### src/rtl/conv_kxk_mac_seq_if.sv
// conv_kxk_mac_seq_if: window/kernel in, result out handshake bundle.
// master = window source + result sink, slave = the conv engine.
interface conv_kxk_mac_seq_if #(
  parameter int DATA_W = 8,
  parameter int K      = 5,
  parameter int OUT_W  = 2*DATA_W+$clog2(K*K)
);
  logic                    in_valid;
  logic                    in_ready;
  logic [K*K*DATA_W-1:0]   in_data;
  logic [K*K*DATA_W-1:0]   in_kernel;
  logic                    out_valid;
  logic                    out_ready;
  logic [OUT_W-1:0]        out_data;
  logic                    busy;

  modport master (
    output in_valid, in_data, in_kernel, out_ready,
    input  in_ready, out_valid, out_data, busy
  );

  modport slave (
    input  in_valid, in_data, in_kernel, out_ready,
    output in_ready, out_valid, out_data, busy
  );
endinterface

### src/rtl/conv_kxk_mac_seq.sv
// conv_kxk_mac_seq: time-multiplexed KxK signed dot product, LANES/cycle.
// Optional ReLU clamp on the result: define CONV_KXK_RELU_EN.
module conv_kxk_mac_seq #(
  parameter int DATA_W = 8,
  parameter int K      = 5,
  parameter int LANES  = 5,
  parameter int OUT_W  = 2*DATA_W+$clog2(K*K)
) (
  input logic               clk,
  input logic               rst_n,
  conv_kxk_mac_seq_if.slave bus
);

  localparam int N  = K*K;
  localparam int G  = (N+LANES-1)/LANES;
  localparam int P  = G*LANES;
  localparam int GW = (G > 1) ? $clog2(G) : 1;
  localparam int IW = (P > 1) ? $clog2(P) : 1;

  if (LANES < 1 || LANES > N || OUT_W < 2*DATA_W) begin : g_bad_cfg
    $error("conv_kxk_mac_seq: bad LANES/OUT_W");
  end

  typedef enum logic [1:0] {
    IDLE,
    ACC,
    DONE
  } state_t;

  state_t state;
  state_t state_nx;

  logic [N*DATA_W-1:0]       win_q;
  logic [N*DATA_W-1:0]       ker_q;
  logic signed [OUT_W-1:0]   acc;
  logic signed [OUT_W-1:0]   gsum;
  logic signed [OUT_W-1:0]   total;
  logic signed [OUT_W-1:0]   final_v;
  logic signed [OUT_W-1:0]   res;
  logic [GW-1:0]             grp;
  logic                      last;
  logic [IW-1:0]             idx;
  logic signed [2*DATA_W-1:0] prod;

  logic signed [DATA_W-1:0]  dpad [P];
  logic signed [DATA_W-1:0]  kpad [P];

  // Zero-pad the window so the last group reads harmless zeros.
  for (genvar i = 0; i < P; i++) begin : g_pad
    if (i < N) begin : g_real
      assign dpad[i] = win_q[i*DATA_W +: DATA_W];
      assign kpad[i] = ker_q[i*DATA_W +: DATA_W];
    end else begin : g_zero
      assign dpad[i] = '0;
      assign kpad[i] = '0;
    end
  end

  // Sum of this group's LANES sign-extended products.
  always_comb begin
    gsum = '0;
    idx  = '0;
    prod = '0;
    for (int l = 0; l < LANES; l++) begin
      idx  = IW'(int'(grp)*LANES + l);
      prod = dpad[idx] * kpad[idx];
      gsum = gsum + OUT_W'(prod);
    end
  end

  assign total = acc + gsum;
  assign last  = (grp == GW'(G-1));

  // Result seen downstream: raw or clamped at zero.
`ifdef CONV_KXK_RELU_EN
  assign final_v = (total < 0) ? '0 : total;
`else
  assign final_v = total;
`endif

  // State register.
  always_ff @(posedge clk or negedge rst_n) begin
    if (!rst_n) state <= IDLE;
    else        state <= state_nx;
  end

  // Next-state selection.
  always_comb begin
    state_nx = state;
    unique case (state)
      IDLE: if (bus.in_valid)  state_nx = ACC;
      ACC:  if (last)          state_nx = DONE;
      DONE: if (bus.out_ready) state_nx = IDLE;
      default:                 state_nx = IDLE;
    endcase
  end

  // Capture, accumulate and register the final result.
  always_ff @(posedge clk or negedge rst_n) begin
    if (!rst_n) begin
      win_q <= '0;
      ker_q <= '0;
      acc   <= '0;
      grp   <= '0;
      res   <= '0;
    end else begin
      unique case (state)
        IDLE: begin
          if (bus.in_valid) begin
            win_q <= bus.in_data;
            ker_q <= bus.in_kernel;
            acc   <= '0;
            grp   <= '0;
          end
        end
        ACC: begin
          acc <= total;
          grp <= grp + GW'(1);
          if (last) res <= final_v;
        end
        default: ;
      endcase
    end
  end

  assign bus.in_ready  = (state == IDLE);
  assign bus.out_valid = (state == DONE);
  assign bus.busy      = (state != IDLE);
  assign bus.out_data  = res;

endmodule

### src/flat_wrapper.sv
// flat-port wrapper written by rule: the top's interface ports become plain ports
module conv_kxk_mac_seq_flat 
#(
  parameter int DATA_W = 8,
  parameter int K      = 5,
  parameter int LANES  = 5,
  parameter int OUT_W  = 2*DATA_W+$clog2(K*K)
)
  (clk, rst_n, bus_in_valid, bus_in_data, bus_in_kernel, bus_out_ready, bus_in_ready, bus_out_valid, bus_out_data, bus_busy);
  conv_kxk_mac_seq_if #(.DATA_W(DATA_W), .K(K), .OUT_W(OUT_W)) bus_i ();
  input logic clk;
  input logic rst_n;
  input wire logic [$bits(bus_i.in_valid)-1:0] bus_in_valid;
  input wire logic [$bits(bus_i.in_data)-1:0] bus_in_data;
  input wire logic [$bits(bus_i.in_kernel)-1:0] bus_in_kernel;
  input wire logic [$bits(bus_i.out_ready)-1:0] bus_out_ready;
  output wire logic [$bits(bus_i.in_ready)-1:0] bus_in_ready;
  output wire logic [$bits(bus_i.out_valid)-1:0] bus_out_valid;
  output wire logic [$bits(bus_i.out_data)-1:0] bus_out_data;
  output wire logic [$bits(bus_i.busy)-1:0] bus_busy;
  assign bus_i.in_valid = bus_in_valid;
  assign bus_i.in_data = bus_in_data;
  assign bus_i.in_kernel = bus_in_kernel;
  assign bus_i.out_ready = bus_out_ready;
  assign bus_in_ready = bus_i.in_ready;
  assign bus_out_valid = bus_i.out_valid;
  assign bus_out_data = bus_i.out_data;
  assign bus_busy = bus_i.busy;
  conv_kxk_mac_seq #(.DATA_W(DATA_W), .K(K), .LANES(LANES), .OUT_W(OUT_W)) u_core (.clk(clk), .rst_n(rst_n), .bus(bus_i));
endmodule
### config.mk
export PLATFORM = sky130hd
export DESIGN_NAME = conv_kxk_mac_seq_flat
export DESIGN_NICKNAME = d
export VERILOG_FILES = /design/src/rtl/conv_kxk_mac_seq_if.sv /design/src/rtl/conv_kxk_mac_seq.sv /design/src/flat_wrapper.sv
export SDC_FILE = /design/constraint.sdc
export NUM_CORES = 2
export LEC_CHECK = 0
export ABC_CLOCK_PERIOD_IN_PS = 35700
export BUFFER_PORTS_ARGS = -buffer_cell sky130_fd_sc_hd__buf_2
export CAP_MARGIN = 25
export CORE_UTILIZATION = 61
export DETAILED_ROUTE_END_ITERATION = 6
export HOLD_SLACK_MARGIN = 0.12
export PLACE_DENSITY = 0.82
export RECOVER_POWER = 100
export SETUP_SLACK_MARGIN = 0.3
export SYNTH_ARGS = -nofsm -noshare
export SYNTH_HDL_FRONTEND = slang
export SYNTH_SLANG_ARGS = --single-unit
### constraint.sdc
create_clock -name clk -period 35.7 [get_ports clk]
set_input_delay 5.355 -clock clk [delete_from_list [all_inputs] [get_ports clk]]
set_output_delay 5.355 -clock clk [all_outputs]
set_load 0.005 [all_outputs]
==> results_dict.tcl <==
set metrics [dict create \
    dpl_cell_area_sq_um 47600 \
    start_kind "flop" \
    syn_area_sq_um 45100 \
    drv_slew 1312 \
    critPathArrivalTime_ns 24.82 \
    final_cell_mix "nand2_1, inv_1, dfrtp_1" \
    max_slew_margin_pct -323 \
    synthToLayoutAreaGrowth_pct 9.52 \
    skew_ns 0.0452 \
    synth.distinct_cells 65 \
    cts_resized 0 \
    clockRootBuffer "clkbuf_16" \
    avgSynthCellArea_sq_um 9.43 \
    cpMaxStageDelayCell "clkbuf_1" \
    clk_pin_slew_ns 0.06 \
    worst_pin_slew_ns 6.34 \
    synth_top_area_share_pct 24.8 \
    period_needed_ns 24.34 \
    grt_usage_pct 39.9 \
    hp-class "flop to flop" \
    status "finished, violations left" \
    clock_sinks 447 \
    dp.cells 5970 \
    syn_nets 5789 \
    num_vias 37539 \
    fin_cells 6063 \
    synth-main-ff-cell "dfrtp_1" \
    grt_setup_unrepaired "false" \
    overflow 0 \
    n_fill_cell 5620 \
    yosys.area.top_type "dfrtp_1" \
    worstPathMaxFanout 65 \
    critPathRequiredTime_ns 36.18 \
    crit_top_cell "fa_1" \
    final_area_sq_um 49400 \
    drtIter0Drc 4150 \
    tns_ns 0 \
    first_pass_iters 7 \
    critical_path_class "flop to flop" \
    synth-seq-cells 447 \
    synth_edf_count 0 \
    synth_cells 4787 \
    cts_buffers 49 \
    dpl_worst_slack_ns 19.71 \
    die_h_um 274 \
    wirelength_mm 147 \
    fmax_mhz 41.1 \
    maxCapViolations 18 \
    post-dp-hpwl_mm 115 \
    grt_max_degree 112 \
    synthTopCellsByArea "dfrtp_1, fa_1, nand2_1" \
    diodes 0 \
    async_flop_share_pct 100 \
    drtAntennaViolNets 0 \
    die_x_um 274 \
    rows 99 \
    clock_latency_ns 0.65 \
    setup_viol 0 \
    layout-drive-gt1-share_pct 17.1 \
    layout_commonest_cell "nand2_1" \
    die_area_sq_um 75100 \
    holdBufCountCts 0 \
    portBuffers 427 \
    grt_pass1_vias 38435 \
    drc 20 \
    timing.final.crit_share_pct 68.2 \
    cts_setup_buffers 0 \
    violations "design-rule violations, max-capacitance violations, max-slew violations" \
    hold_violations 0 \
    fin_ws_ns 11.36 \
    htreeDepth 2 \
    core-area_sq_um 73100 \
    ys_seq_area_share_pct 24.8 \
    clockBufferDepth 3 \
    nNetsFinal 6069 \
    viasPerCell 6.19 \
    ys_warn_count 0 \
    slowest_delay_ns 3.13 \
    start_util_pct 61.8 \
    io_pins 428 \
    cts_tree "yes" \
    endpoint_kind "flop" \
    gp_congestion 1.05 \
    wl_per_cell_um 24.2 \
    antenna_found_initial 6 \
    grt_pass1_wl_mm 225 \
]
per-stage QoR:
step | utilization, % | hold WS (ns)
6_report | 67.6 | 0.479
5_1_grt | 67.6 | 0.506
4_1_cts | 67.7 | 0.479
3_5_place_dp | 65.1 | 0.463
3_3_place_gp | 65.1 | 0.456
2_1_floorplan | - | 0.461
worst max-delay path, delay by kind of cell (launching register included):
kind	cells	cell delay [ns]
compound gates	7	1.73
flops	1	2.41
fa+ha+maj	16	7.14
simple gates	4	1.11
xor+xnor	2	0.42
mux	4	1.63
buf+inv	12	9.62
worst paths after layout:
kind / start / end / slack [ns] / depth (start not counted)
worst min register to register: u_core.bus.out_data[11]$_DFFE_PN0P_ / u_core.bus.out_data[11]$_DFFE_PN0P_ / 0.48 / 2
worst min-delay path: u_core.bus.out_data[11]$_DFFE_PN0P_ / u_core.bus.out_data[11]$_DFFE_PN0P_ / 0.48 / 2
min in group asynchronous: rst_n / u_core.win_q[104]$_DFFE_PN0P_ / 7.05 / 1
worst max register to register: u_core.grp[0]$_DFFE_PN0P_ / u_core.acc[20]$_DFFE_PN0P_ / 11.36 / 45
worst max-delay path: u_core.grp[0]$_DFFE_PN0P_ / u_core.acc[20]$_DFFE_PN0P_ / 11.36 / 45
max in group asynchronous: rst_n / u_core.state[0]$_DFFE_PN0P_ / 18.18 / 4
registers in the layout, summed over array words and instances, names as in the netlist:
signal               cells
u_core.grp               3
u_core.bus.out_data     21
u_core.state             2
u_core.win_q           200
u_core.acc              21
u_core.ker_q           200
cells in the mapped netlist (all sizes together) (4+ instances only):
| cell | number |
|---|---|
| o21a | 19 |
| dfrtp | 447 |
| a221oi | 34 |
| a21o | 8 |
| nor2b | 12 |
| a41o | 5 |
| ha | 165 |
| a211oi | 10 |
| xor2 | 23 |
| a2bb2oi | 4 |
| mux2i | 327 |
| nor2 | 137 |
| nor3 | 9 |
| nand4 | 4 |
| mux2 | 68 |
| a21oi | 84 |
| nand2 | 1572 |
| or2 | 9 |
| a31oi | 18 |
| o31ai | 11 |
| a32oi | 32 |
| o211ai | 27 |
| xnor2 | 38 |
| clkbuf | 141 |
| nand2b | 25 |
| fa | 433 |
| mux4 | 226 |
| and3 | 7 |
| and2 | 80 |
| inv | 532 |
| nand3 | 39 |
| o21ai | 95 |
| buf | 118 |
cells by family (layout without fill, tap and decap cells):
group                    after synthesis  count (layout)  synth area share (%)
AND/OR/NAND/NOR                     1902            1902                  16.9
buffers and inverters                791            1108                  7.62
multiplexers                         621             621                  20.3
adder cells (fa/ha/maj)              598             598                  23.8
flip-flops                           447             447                  24.8
AO/OA/AOI/OAI                        367             367                  5.44
XOR/XNOR                              61              61                  1.23
layout make-up:
cell class                 instances  area, sq um  area share (%)
multi-input combinational       3549        30600            62.0
sequential                       447        11200            22.6
timing repair buffer             488         2550            5.16
inverter                         532         2000            4.04
clock buffer                      55         1270            2.57
tap                              959         1200            2.43
clock inverter                    33          576            1.16
per-layer routing:
metal	global-route usage [%]	vias to the layer above	share of wire (%)
li1	-	16188	-
met1	50.4	18654	37
met2	65.0	2170	47
met3	8.41	519	9.6
met4	20.2	8	5.9
met5	0	-	0.033
Power is not shown: default switching activity piles up to over one toggle a cycle in this logic, so the estimate is an artifact.
